### config.mk
export PLATFORM = sky130hd
export DESIGN_NAME = binary_div_14_7_uni
export DESIGN_NICKNAME = d
export VERILOG_FILES = /design/src/rtl/binary_div_14_7_uni.sv
export SDC_FILE = /design/constraint.sdc
export NUM_CORES = 1
export LEC_CHECK = 0
export CORE_ASPECT_RATIO = 0.9
export CORE_MARGIN = 2
export CORE_UTILIZATION = 38
export DETAILED_ROUTE_END_ITERATION = 10
export DONT_BUFFER_PORTS = 1
export HOLD_SLACK_MARGIN = 0.12
export SLEW_MARGIN = 20
export SYNTH_ARGS = -nofsm -noshare
export SYNTH_HDL_FRONTEND = slang
export SYNTH_SLANG_ARGS = --single-unit
### constraint.sdc
create_clock -name clk -period 2.17 [get_ports clk]
set_input_delay 0.434 -clock clk [delete_from_list [all_inputs] [get_ports clk]]
set_output_delay 0.434 -clock clk [all_outputs]
set_load 0.01 [all_outputs]
### src/rtl/binary_div_14_7_uni.sv
// binary_div_14_7_uni: restoring radix-2 divider, 14-bit dividend by 7-bit divisor, one quotient bit per enabled cycle.
// Latency: done is high 14 enabled cycles after the accepting edge. With DIV_BY_ZERO_FLAG_EN, B=0 goes to DONE directly.
// Backpressure: none. en=0 freezes all state. start is ignored while busy. Q/R/dbz hold until the next result.
// Optional feature macro: DIV_BY_ZERO_FLAG_EN (adds the dbz port and the B=0 fast path).
module binary_div_14_7_uni (
  input  logic        clk,
  input  logic        rst,
  input  logic        en,
  input  logic        start,
  input  logic [13:0] A,
  input  logic [6:0]  B,
  output logic        busy,
  output logic        done,
  output logic [13:0] Q,
  output logic [6:0]  R
`ifdef DIV_BY_ZERO_FLAG_EN
  ,
  output logic        dbz
`endif
);

  localparam logic [1:0] S_IDLE = 2'd0;
  localparam logic [1:0] S_RUN  = 2'd1;
  localparam logic [1:0] S_DONE = 2'd2;

  logic [1:0]  r_state;
  logic [1:0]  w_state_nxt;
  logic [3:0]  r_cnt;
  logic [13:0] r_dvd;   // dividend shifting out MSB first; quotient bits shift in at the LSB
  logic [6:0]  r_dvs;
  logic [6:0]  r_rem;   // partial remainder; always < divisor when divisor != 0
  logic [13:0] r_q;
  logic [6:0]  r_r;
`ifdef DIV_BY_ZERO_FLAG_EN
  logic        r_dbz;
`endif

  logic        w_accept;
  logic        w_zero_skip;
  logic [7:0]  w_shift;
  logic        w_ge;
  logic [6:0]  w_sub;
  logic [6:0]  w_rem_nxt;
  logic [13:0] w_dvd_nxt;
  logic        w_last;

  // A new request is taken in any state except RUN.
  assign w_accept = start && (r_state != S_RUN);

`ifdef DIV_BY_ZERO_FLAG_EN
  assign w_zero_skip = (B == 7'd0);
`else
  assign w_zero_skip = 1'b0;
`endif

  // One restoring step. The shifted remainder needs 8 bits before the compare.
  // When the compare succeeds the difference is below the divisor, so 7 bits hold it exactly.
  assign w_shift   = {r_rem, r_dvd[13]};
  assign w_ge      = (w_shift >= {1'b0, r_dvs});
  assign w_sub     = w_shift[6:0] - r_dvs;
  assign w_rem_nxt = w_ge ? w_sub : w_shift[6:0];
  assign w_dvd_nxt = {r_dvd[12:0], w_ge};
  assign w_last    = (r_cnt == 4'd1);

  // State register: reset wins over everything, en gates all movement.
  always_ff @(posedge clk) begin
    if (rst) begin
      r_state <= S_IDLE;
    end else if (en) begin
      r_state <= w_state_nxt;
    end
  end

  // Next-state logic for IDLE -> RUN -> DONE, with back-to-back restart from DONE.
  always_comb begin
    w_state_nxt = r_state;
    case (r_state)
      S_IDLE: begin
        if (start) w_state_nxt = w_zero_skip ? S_DONE : S_RUN;
      end
      S_RUN: begin
        if (w_last) w_state_nxt = S_DONE;
      end
      S_DONE: begin
        if (start) w_state_nxt = w_zero_skip ? S_DONE : S_RUN;
        else       w_state_nxt = S_IDLE;
      end
      default: w_state_nxt = S_IDLE;
    endcase
  end

  // Status outputs are decoded straight from the state; results come from their holding registers.
  always_comb begin
    busy = (r_state == S_RUN);
    done = (r_state == S_DONE);
    Q    = r_q;
    R    = r_r;
`ifdef DIV_BY_ZERO_FLAG_EN
    dbz  = r_dbz;
`endif
  end

  // Datapath: capture operands on accept, iterate in RUN, publish the result only on entry to DONE.
  always_ff @(posedge clk) begin
    if (rst) begin
      r_cnt <= 4'd0;
      r_dvd <= 14'd0;
      r_dvs <= 7'd0;
      r_rem <= 7'd0;
      r_q   <= 14'd0;
      r_r   <= 7'd0;
`ifdef DIV_BY_ZERO_FLAG_EN
      r_dbz <= 1'b0;
`endif
    end else if (en) begin
      if (w_accept) begin
        r_dvd <= A;
        r_dvs <= B;
        r_rem <= 7'd0;
        r_cnt <= w_zero_skip ? 4'd0 : 4'd14;
`ifdef DIV_BY_ZERO_FLAG_EN
        if (w_zero_skip) begin
          r_q   <= 14'h3FFF;
          r_r   <= 7'd0;
          r_dbz <= 1'b1;
        end
`endif
      end else if (r_state == S_RUN) begin
        r_dvd <= w_dvd_nxt;
        r_rem <= w_rem_nxt;
        r_cnt <= r_cnt - 4'd1;
        if (w_last) begin
          // A zero divisor leaves the remainder meaningless, so pin the result explicitly.
          if (r_dvs == 7'd0) begin
            r_q <= 14'h3FFF;
            r_r <= 7'd0;
          end else begin
            r_q <= w_dvd_nxt;
            r_r <= w_rem_nxt;
          end
`ifdef DIV_BY_ZERO_FLAG_EN
          r_dbz <= 1'b0;
`endif
        end
      end
    end
  end

endmodule

==> Word-level counts from Yosys, hierarchy flattened <==
Index checks and enable logic that the tools add are counted.
{ "op_classes": {"add_sub_neg": 2, "order_cmp": 1, "n_eq_ne": 6, "mux": 13, "bitwise_logic": 1, "reduce_logical": 8} }
{ "op_table": {"columns": ["op", "n"], "rows": [
  ["14-bit 2-to-1 mux", 3],
  ["7-bit 2-to-1 mux", 4],
  ["8-bit by 7-bit greater-or-equal comparator with 1-bit output", 1],
  ["4-bit 2-to-1 mux", 2],
  ["7-bit zero test", 1],
  ["7-bit subtractor", 1],
  ["2-bit case mux with 3 select lines", 1],
  ["4-bit by 1-bit == test with 1-bit output, second input constant", 1],
  ["2-bit 2-to-1 mux", 2],
  ["2-bit by 1-bit != test with 1-bit output, second input constant", 2],
  ["2-bit AND reduction", 2],
  ["4-bit AND reduction", 1],
  ["4-bit by 1-bit subtractor with 4-bit output, second input constant", 1],
  ["3-bit AND reduction", 1],
  ["2-bit by 1-bit == test with 1-bit output, second input constant", 1],
  ["2-bit == test, second input constant", 1],
  ["2-bit zero test", 1],
  ["2-bit != test, second input constant", 1],
  ["2-bit nonzero test", 1],
  ["1-bit logical AND", 1],
  ["1-bit 2-to-1 mux", 1],
  ["1-bit inverter", 1]
]} }
{ "totals": {"reg_bits": 55, "input_bits": 25, "output_inout_bits": 23, "wordCells": 38} }

==> Logic depth before layout (Yosys ltp) <==
Gate-level depths: netlist (run 1).
{ "depth": {"ltp_word": 4, "depth_mapped": 10, "ltp_nobuf": 9} }

==> Worst setup path after synthesis (run 1) <==
OpenSTA, ideal clock, no wires.
{ "synth_path": {"kind": "reg-to-reg", "startpoint": "register r_dvs[5]", "endpoint": "register r_r[1] (netlist: R[1])", "setup_ns": 0.121, "arrival_ns": 1.807, "path_slack_ns": 0.242, "path_stages_with_launch": 10, "period_less_slack_ns": 1.928, "path_cell_list": "dfxtp_1 inv_1 ha_1 buf_6 a21o_1 a211oi_2 nor2b_1 buf_6 mux2i_1 o21ai_1"} }
{ "synth_between": {"elab_chain_cells": 3, "elab_cells_between_ends": 4, "cone_classes": "order compare (1); mux (2); reduce/logical (1)"} }
{ "synth_lines": {"columns": ["element", "line", "text"], "rows": [
  ["start: declaration", "30", "logic [6:0] r_dvs;"],
  ["start signal: assignment", "108", "r_dvs <= 7'd0;"],
  ["start signal: assignment", "118", "r_dvs <= B;"],
  ["8-bit by 7-bit greater-or-equal comparator with 1-bit output", "59", "assign w_ge = (w_shift >= {1'b0, r_dvs});"],
  ["7-bit 2-to-1 mux", "61", "assign w_rem_nxt = w_ge ? w_sub : w_shift[6:0];"],
  ["7-bit 2-to-1 mux *", "134", "if (r_dvs == 7'd0) begin"],
  ["end signal: assignment", "139", "r_r <= w_rem_nxt;"],
  ["end: declaration", "33", "logic [6:0] r_r;"]
]} }
Every way passes the cells marked *; elsewhere a longest branch is shown, timed or not.
A chain may end at the register's enable or synchronous reset.

==> Worst setup path after layout (run 1) <==
{ "layout_path": {"startpoint": "register r_dvd[13]", "endpoint": "register r_r[6] (netlist: R[6])"} }
{ "layout_between": {"elab_chain_cells": 3, "elab_cells_between_ends": 4, "cone_classes": "add/sub (1); order compare (1); mux (2)"} }
{ "layout_lines": {"columns": ["element", "line", "text"], "rows": [
  ["start: declaration", "29", "logic [13:0] r_dvd;"],
  ["start signal: assignment", "129", "r_dvd <= w_dvd_nxt;"],
  ["7-bit subtractor / 8-bit by 7-bit greater-or-equal comparator with 1-bit output (equally long branches)", "60, 59", null],
  ["7-bit 2-to-1 mux *", "61", null],
  ["7-bit 2-to-1 mux *", "134", null]
]} }
Marked as above.

==> impl_metrics.json, run 1 <==
{
  "viasPerCell": 5.30,
  "pwr-share-seq": 0.543,
  "grt_pass1_wl_mm": 9.63,
  "wl_mm": 5.85,
  "htreeDepth": 2,
  "syn_nets": 351,
  "synth_warnings": 0,
  "dp_hpwl_mm": 4.08,
  "post_cts_resized": 0,
  "ir_drop_v": 0.000249,
  "p_per_area_nw_per_um2": 712,
  "synth-seq-cells": 55,
  "overflow": 0,
  "yosysSeqAreaShare": 0.418,
  "crit_start": "r_dvd[13]",
  "path_class": "flop to flop",
  "clk_latency_ns": 0.31,
  "grt_pass1_vias": 1956,
  "power_switching_mw": 0.560,
  "worstHoldStart": "rst",
  "syn_avg_cell_area_um2": 8.33,
  "cts_setup_buffers": 0,
  "finalPower_mw": 1.99,
  "skew_ns": 0.0106,
  "status": "completed",
  "start_util": 0.396,
  "max_freq_mhz": 500,
  "whs_ns": 0.183,
  "cts_buffer_depth": 2,
  "required_ns": 2.37,
  "switching_share": 0.281,
  "grt_start_max_net_pins": 48,
  "pre_cts_ws_ns": 0.148,
  "synth_cells": 316,
  "slew_headroom": 0.350,
  "die_width_um": 91.8,
  "die_y_um": 83.0,
  "clock-sinks": 55,
  "path_max_fanout": 8,
  "routedWlPerCell_um": 14.6,
  "synthToLayoutAreaGrowth_pct": 6.41,
  "num_vias": 2120,
  "worstPathArrival_ns": 2.20,
  "synth_area_um2": 2630,
  "clockRootBuffer": "clkbuf_8",
  "fin_area_um2": 2800,
  "tightestPinTransition_ns": 0.965,
  "drc": 0,
  "diodes": 0,
  "coreArea_um2": 6660,
  "start_kind": "flop",
  "cp-end-kind": "flop",
  "path_clk_slew_ns": 0.10,
  "io_pins": 48,
  "hold_viol": 0,
  "rr_startpoint": "r_dvd[13]",
  "nets": 344,
  "port_buffers": 0,
  "drt-initial-drc-count": 108,
  "cts_hold_buf": 0,
  "track_usage": 0.154,
  "final_antenna_net_count": 0,
  "n_fill_cell": 701,
  "p_clk_frac": 0.286,
  "ys_async_sr_fraction": 0,
  "place_area_um2": 2700,
  "antenna_found_initial": 0,
  "synth_enable_flop_cells": 0,
  "cts_buffers": 5,
  "multi_input_area_um2": 1380,
  "die-area_um2": 7610,
  "setup_slack_ns": 0.170,
  "p_leak_nw": 1.08,
  "yosysUniqueCellTypes": 43,
  "max-cap-violations": 0,
  "min_path_type": "primary input to flop",
  "seq_area_um2": 1100,
  "slew_viol_final": 0,
  "gp_congestion": 0.794,
  "first_pass_iters": 4,
  "post-route-min-period_ns": 2.00,
  "ys.flop_type": "dfxtp_1",
  "utilization": 0.421,
  "p_int_mw": 1.43,
  "setup_viol": 0,
  "post-route-period-util": 0.922,
  "rows": 28,
  "cts_tree": "yes",
  "drive_gt1_frac": 0.0839,
  "p_comb_frac": 0.171
}
==> per-layer routing <==
| metal | track usage | up-vias | part of all wire |
|---|---|---|---|
| li1 | - | 1089 | - |
| met1 | 0.216 | 967 | 0.48 |
| met2 | 0.221 | 60 | 0.42 |
| met3 | 0.0590 | 4 | 0.089 |
| met5 | 0 | - | 0 |
| met4 | 0.0461 | 0 | 0.010 |
==> cells by family (layout without fill, tap and decap cells) <==
kind of cell    count (synthesis)  count (layout)  synth area share
mux                            13              13            0.0494
compound gates                 71              71             0.179
simple gates                  127             127             0.233
xor+xnor                        2               2           0.00665
fa+ha+maj                      10              10            0.0504
flops                          55              55             0.418
buf+inv                        38              32            0.0637
==> path summary, 6_finish.rpt <==
| kind | end | slack (ns) | depth (start not counted) |
|---|---|---|---|
| setup / recovery | R[6] | 0.17 | 10 |
| hold / removal | Q[1] | 0.18 | 1 |
| setup reg to reg | R[6] | 0.17 | 10 |
| hold reg to reg | R[4] | 0.50 | 2 |
==> flip-flops by register name, summed over array words and instances, names as in the netlist <==
| register | flops |
|---|---|
| r_state | 2 |
| r_rem | 7 |
| r_dvd | 14 |
| r_dvs | 7 |
| R | 7 |
| Q | 14 |
| r_cnt | 4 |
==> placed cells by master, fill, tap and decap left out, drive strengths merged, types with 2 or more instances in the layout <==
cell type	netlist	final
nand4	4	4
xor2	2	2
nand2b	3	3
nand2	16	16
and3	2	2
o21ai	29	29
a211oi	18	18
nand3	4	4
clkinv	0	2
mux2i	13	13
nand3b	13	13
a311oi	2	2
a22o	2	2
nor2b	3	3
ha	9	9
nor3b	4	4
nor3	15	15
a31oi	3	3
nor2	59	59
a21oi	8	8
buf	9	7
clkbuf	12	5
inv	17	18
a2111o	2	2
dfxtp	55	55
==> layout make-up <==
type	count	area share
clock inverter	3	0.00670
sequential	55	0.393
inverter	17	0.0228
tap	90	0.0402
clock buffer	5	0.0246
multi-input combinational	223	0.492
timing repair buffer	7	0.0201
==> per-stage QoR <==
step	instances	TNS [ns]
2_1_floorplan	316	0
3_3_place_gp	392	0
3_5_place_dp	392	0
4_1_cts	400	0
5_1_grt	400	-0.0146
6_report	400	0
==> critical path, cell delays in order, from the launching register on <==
cell	delay (ns)
dfxtp_1	0.33
inv_2	0.06
ha_1	0.15
inv_1	0.05
fa_1	0.40
nand3_1	0.15
a31oi_1	0.09
nor2b_1	0.15
buf_6	0.18
mux2i_1	0.26
o21ai_1	0.09
==> Yosys cell counts (4+ instances only) <==
cell type / n / area, um2
nor3_1: 15 / 75.1
inv_1: 14 / 52.6
a21oi_1: 8 / 40.0
nand2_1: 16 / 60.1
mux2i_1: 13 / 130
ha_1: 9 / 113
nand4_1: 4 / 25.0
clkbuf_1: 12 / 45.0
a211oi_1: 17 / 128
buf_2: 5 / 25.0
nand3_1: 4 / 20.0
o21ai_1: 13 / 65.1
dfxtp_1: 55 / 1100
nand3b_1: 13 / 97.6
o21ai_0: 16 / 80.1
nor2_1: 59 / 221
==> power by group through the flow <==
stage	registers [mW]	clock network (mW)	logic, mW
final	1.08	0.570	0.342
after global routing	1.09	0.633	0.382
after CTS	1.08	0.586	0.320
after detailed placement	1.11	0	0.318
after global placement	1.10	0	0.315
after floorplan	1.10	0	0.291
Power figures use the tool's default switching activity.
==> run 2, diff against run 1 <==
- CAP_MARGIN: unset -> 20
- clock period: 2.17 -> 2.4 ns (I/O delays scaled with it)
==> run 2 against run 1 <==
Against the previous run: hold slack better by 0.042 ns; first-iteration DRC count up 66%; power down 3.7%; sequential power down 9%; clock-buffer cell count up 1; worst setup slack better by 0.093 ns; clock skew down 0.0026 ns; critical path depth down 2; fmax down 6.4%; global-route usage up 0.32 points; non-clock buffer count down 2; final area about the same.
==> impl_metrics.json, run 2 (synthesized netlist as in run 1, its figures left out) <==
{
  "start_kind": "flop",
  "track_usage": 0.158,
  "port_buffers": 0,
  "io_pins": 48,
  "utilization": 0.421,
  "wl_mm": 5.95,
  "whs_ns": 0.226,
  "tightestPinTransition_ns": 0.547,
  "routedWlPerCell_um": 15.0,
  "cts_buffers": 5,
  "grt_start_max_net_pins": 48,
  "coreArea_um2": 6660,
  "rr_startpoint": "r_dvs[5]",
  "grt_pass1_wl_mm": 9.89,
  "max_freq_mhz": 468,
  "cts_hold_buf": 0,
  "final_common_cell": "nor2_1",
  "hold_viol": 0,
  "setup_slack_ns": 0.263,
  "status": "completed",
  "drive_gt1_frac": 0.0617,
  "setup_viol": 0,
  "grt_use_met2": 0.226,
  "htreeDepth": 2,
  "required_ns": 2.60,
  "path_class": "flop to flop",
  "die_y_um": 83.0,
  "min_path_type": "primary input to flop",
  "min_path_cells": 1,
  "die-area_um2": 7610,
  "ir_drop_v": 0.000307,
  "worstPathArrival_ns": 2.34,
  "synthToLayoutAreaGrowth_pct": 6.37,
  "start_util": 0.396,
  "viasPerCell": 5.34,
  "post_cts_resized": 0,
  "die_width_um": 91.8,
  "rows": 28,
  "cts_buffer_depth": 2,
  "grt_busiest_layer": "met2",
  "final_antenna_net_count": 0,
  "cp-end-kind": "flop",
  "num_vias": 2127,
  "nets": 342,
  "slew_viol_final": 0,
  "grt_pass1_vias": 1988,
  "cts_tree": "yes",
  "rsz0062_at_grt": "false",
  "p_leak_nw": 1.08,
  "path_clk_slew_ns": 0.10,
  "dp_hpwl_mm": 4.17,
  "skew_ns": 0.00806,
  "clk_latency_ns": 0.31,
  "rr_worst_depth": 8,
  "path_max_fanout": 9,
  "drt-initial-drc-count": 179,
  "clockRootBuffer": "clkbuf_8",
  "diodes": 0,
  "pre_cts_ws_ns": 0.294,
  "max-cap-violations": 0,
  "overflow": 0,
  "crit_start": "r_dvs[5]",
  "mostFrequentLayoutCells": "59 x nor2_1, 55 x dfxtp_1, 17 x a211oi_1",
  "n_fill_cell": 673,
  "met3_usage": 0.0617,
  "first_pass_iters": 4,
  "p_per_area_nw_per_um2": 685,
  "post-route-min-period_ns": 2.14,
  "setup_tns_ns": 0,
  "clock-sinks": 55,
  "gp_congestion": 0.812,
  "post-route-period-util": 0.890,
  "use_met1": 0.224,
  "drc": 0,
  "slew_headroom": 0.634,
  "antenna_found_initial": 0,
  "worstHoldStart": "rst",
  "cts_setup_buffers": 0
}
==> run 2: worst paths after layout <==
check / slack [ns] / end
worst min-delay path: 0.23 / Q[1]
worst max register to register: 0.26 / R[5]
worst max-delay path: 0.26 / R[5]
worst min register to register: 0.49 / r_rem[6]
==> run 2: final cells by class <==
| type | count | area [um2] | area share |
|---|---|---|---|
| clock buffers | 6 | 82.6 | 0.0295 |
| repair buffers | 5 | 37.5 | 0.0134 |
| flip-flops and latches | 55 | 1100 | 0.393 |
| well taps | 90 | 113 | 0.0402 |
| clock inverters | 2 | 38.8 | 0.0138 |
| inverters | 17 | 63.8 | 0.0228 |
| multi-input cells | 223 | 1370 | 0.487 |
==> run 2: critical path, stage by stage, from the launching register on <==
cell,delay [ns]
dfxtp_1,0.34
inv_1,0.05
ha_1,0.40
a21o_1,0.21
a211oi_2,0.30
nor2b_1,0.17
buf_4,0.20
mux2i_1,0.27
o21ai_1,0.10
==> run 2: where the power goes <==
part	internal (mW)	leakage, nW	total, mW	switching [mW]
combinational	0.126	0.574	0.288	0.162
sequential	0.949	0.448	0.979	0.0297
clock	0.344	0.0618	0.653	0.309
total	1.42	1.08	1.92	0.501
==> run 2: per-layer routing <==
metal / part of all wire / routed length (um)
met4: 0.0092 / 55
met1: 0.50 / 2960
met3: 0.078 / 465
met2: 0.41 / 2470
met5: 0 / 0
==> run 2: metrics by stage <==
stage	power, mW	instances	area (um2)
finish	1.92	398	2800
global route	2.03	398	2800
CTS	1.95	398	2800
detailed placement	1.29	390	2680
global placement	1.28	390	2680
floorplan	1.25	316	2630
==> run 3, diff against run 2 <==
- ABC_CLOCK_PERIOD_IN_PS: unset -> 2400
- CORE_ASPECT_RATIO: 0.9 -> unset
==> run 3 against run 2 <==
Against the previous run: clock skew rose by 0.0075 ns; cell count down 2.3%; sequential share of layout area grew 0.53 points; combinational power is essentially flat; core utilization shrank 1.2 points; clock power down 19%; die area is essentially flat.
==> impl_metrics.json, run 3 (synthesized netlist as in run 1, its figures left out) <==
{
  "status": "completed",
  "max_freq_mhz": 470,
  "fin_area_um2": 2760,
  "first_pass_iters": 6,
  "clock-sinks": 55,
  "cp-end-kind": "flop",
  "wl_mm": 5.97,
  "hold_viol": 0,
  "clk_latency_ns": 0.32,
  "track_usage": 0.165,
  "path_clk_slew_ns": 0.11,
  "coreArea_um2": 6760,
  "die-area_um2": 7610,
  "post-route-period-util": 0.886,
  "cts_hold_buf": 0,
  "nets": 343,
  "antenna_found_initial": 0,
  "io_pins": 48,
  "rsz0062_at_grt": "false",
  "slew_viol_final": 0,
  "final_antenna_net_count": 0,
  "htreeDepth": 2,
  "drt-initial-drc-count": 67,
  "ir_drop_v": 0.000258,
  "drive_gt1_frac": 0.0615,
  "dp_hpwl_mm": 4.19,
  "die_width_um": 87.3,
  "p_per_area_nw_per_um2": 651,
  "min_path_type": "primary input to flop",
  "setup_viol": 0,
  "clockRootBuffer": "clkbuf_8",
  "path_max_fanout": 9,
  "tightestPinTransition_ns": 0.538,
  "setup_tns_ns": 0,
  "p_leak_nw": 1.07,
  "synthToLayoutAreaGrowth_pct": 4.94,
  "die_y_um": 87.3,
  "start_util": 0.390,
  "worstPathArrival_ns": 2.33,
  "num_vias": 2074,
  "gp_congestion": 0.859,
  "final_common_cell": "nor2_1",
  "viasPerCell": 5.33,
  "post_cts_resized": 0,
  "grt_pass1_wl_mm": 9.82,
  "start_kind": "flop",
  "required_ns": 2.61,
  "post-route-min-period_ns": 2.13,
  "overflow": 0,
  "skew_ns": 0.0155,
  "max-cap-violations": 0,
  "stdcell_count": 389,
  "cts_buffer_depth": 2,
  "cts_buffers": 5,
  "n_fill_cell": 697,
  "place_area_um2": 2680,
  "dpl.cell_count": 381,
  "rows": 30,
  "port_buffers": 0,
  "cts_setup_buffers": 0,
  "drc": 0,
  "diodes": 0,
  "mostFrequentLayoutCells": "59 x nor2_1, 55 x dfxtp_1, 17 x a211oi_1",
  "routedWlPerCell_um": 15.3,
  "grt_start_max_net_pins": 48,
  "path_class": "flop to flop",
  "utilization": 0.409,
  "pre_cts_ws_ns": 0.295,
  "setup_slack_ns": 0.274,
  "slew_headroom": 0.640,
  "cts_tree": "yes",
  "grt_pass1_vias": 2016
}
run 3: critical path: stages (launching register included):
cell      delay (ns)
dfxtp_1         0.34
inv_1           0.07
ha_1            0.40
a21o_1          0.21
a211oi_2        0.29
nor2b_1         0.16
buf_4           0.19
mux2i_1         0.26
o21ai_1         0.09
run 3: metrics by stage:
stage | hold WS (ns) | power, mW
4_1_cts | 0.213 | 1.82
3_5_place_dp | 0.479 | 1.29
5_1_grt | 0.196 | 1.90
6_report | 0.221 | 1.80
3_3_place_gp | 0.472 | 1.28
2_1_floorplan | 0.443 | 1.25
run 3: layer usage:
| layer | part of all wire | up-vias | global-route usage |
|---|---|---|---|
| met5 | 0 | - | 0 |
| met4 | 0.012 | 0 | 0.0476 |
| met3 | 0.055 | 5 | 0.0559 |
| met2 | 0.46 | 35 | 0.267 |
| met1 | 0.47 | 946 | 0.208 |
| li1 | - | 1088 | - |
run 3: final cells by class:
| type | count | area [um2] | share of cell area |
|---|---|---|---|
| Tap cell | 80 | 100 | 0.0362 |
| Timing Repair Buffer | 6 | 45.0 | 0.0163 |
| Clock inverter | 2 | 16.3 | 0.00589 |
| Multi-Input combinational cell | 223 | 1370 | 0.494 |
| Sequential cell | 55 | 1100 | 0.398 |
| Clock buffer | 6 | 72.6 | 0.0263 |
| Inverter | 17 | 63.8 | 0.0231 |
run 3: path summary, 6_finish.rpt:
check                start  endpoint  slack, ns  cells past startpoint
hold / removal         rst  r_dvs[4]       0.22                      1
setup reg to reg  r_dvs[5]      R[5]       0.27                      8
setup / recovery  r_dvs[5]      R[5]       0.27                      8
hold reg to reg   r_rem[4]  r_rem[4]       0.49                      2
run 3: power by group:
group | switching [mW] | internal (mW) | leakage, nW
registers | 0.0296 | 0.949 | 0.448
clock network | 0.321 | 0.211 | 0.0418
logic | 0.162 | 0.126 | 0.580
total | 0.513 | 1.29 | 1.07
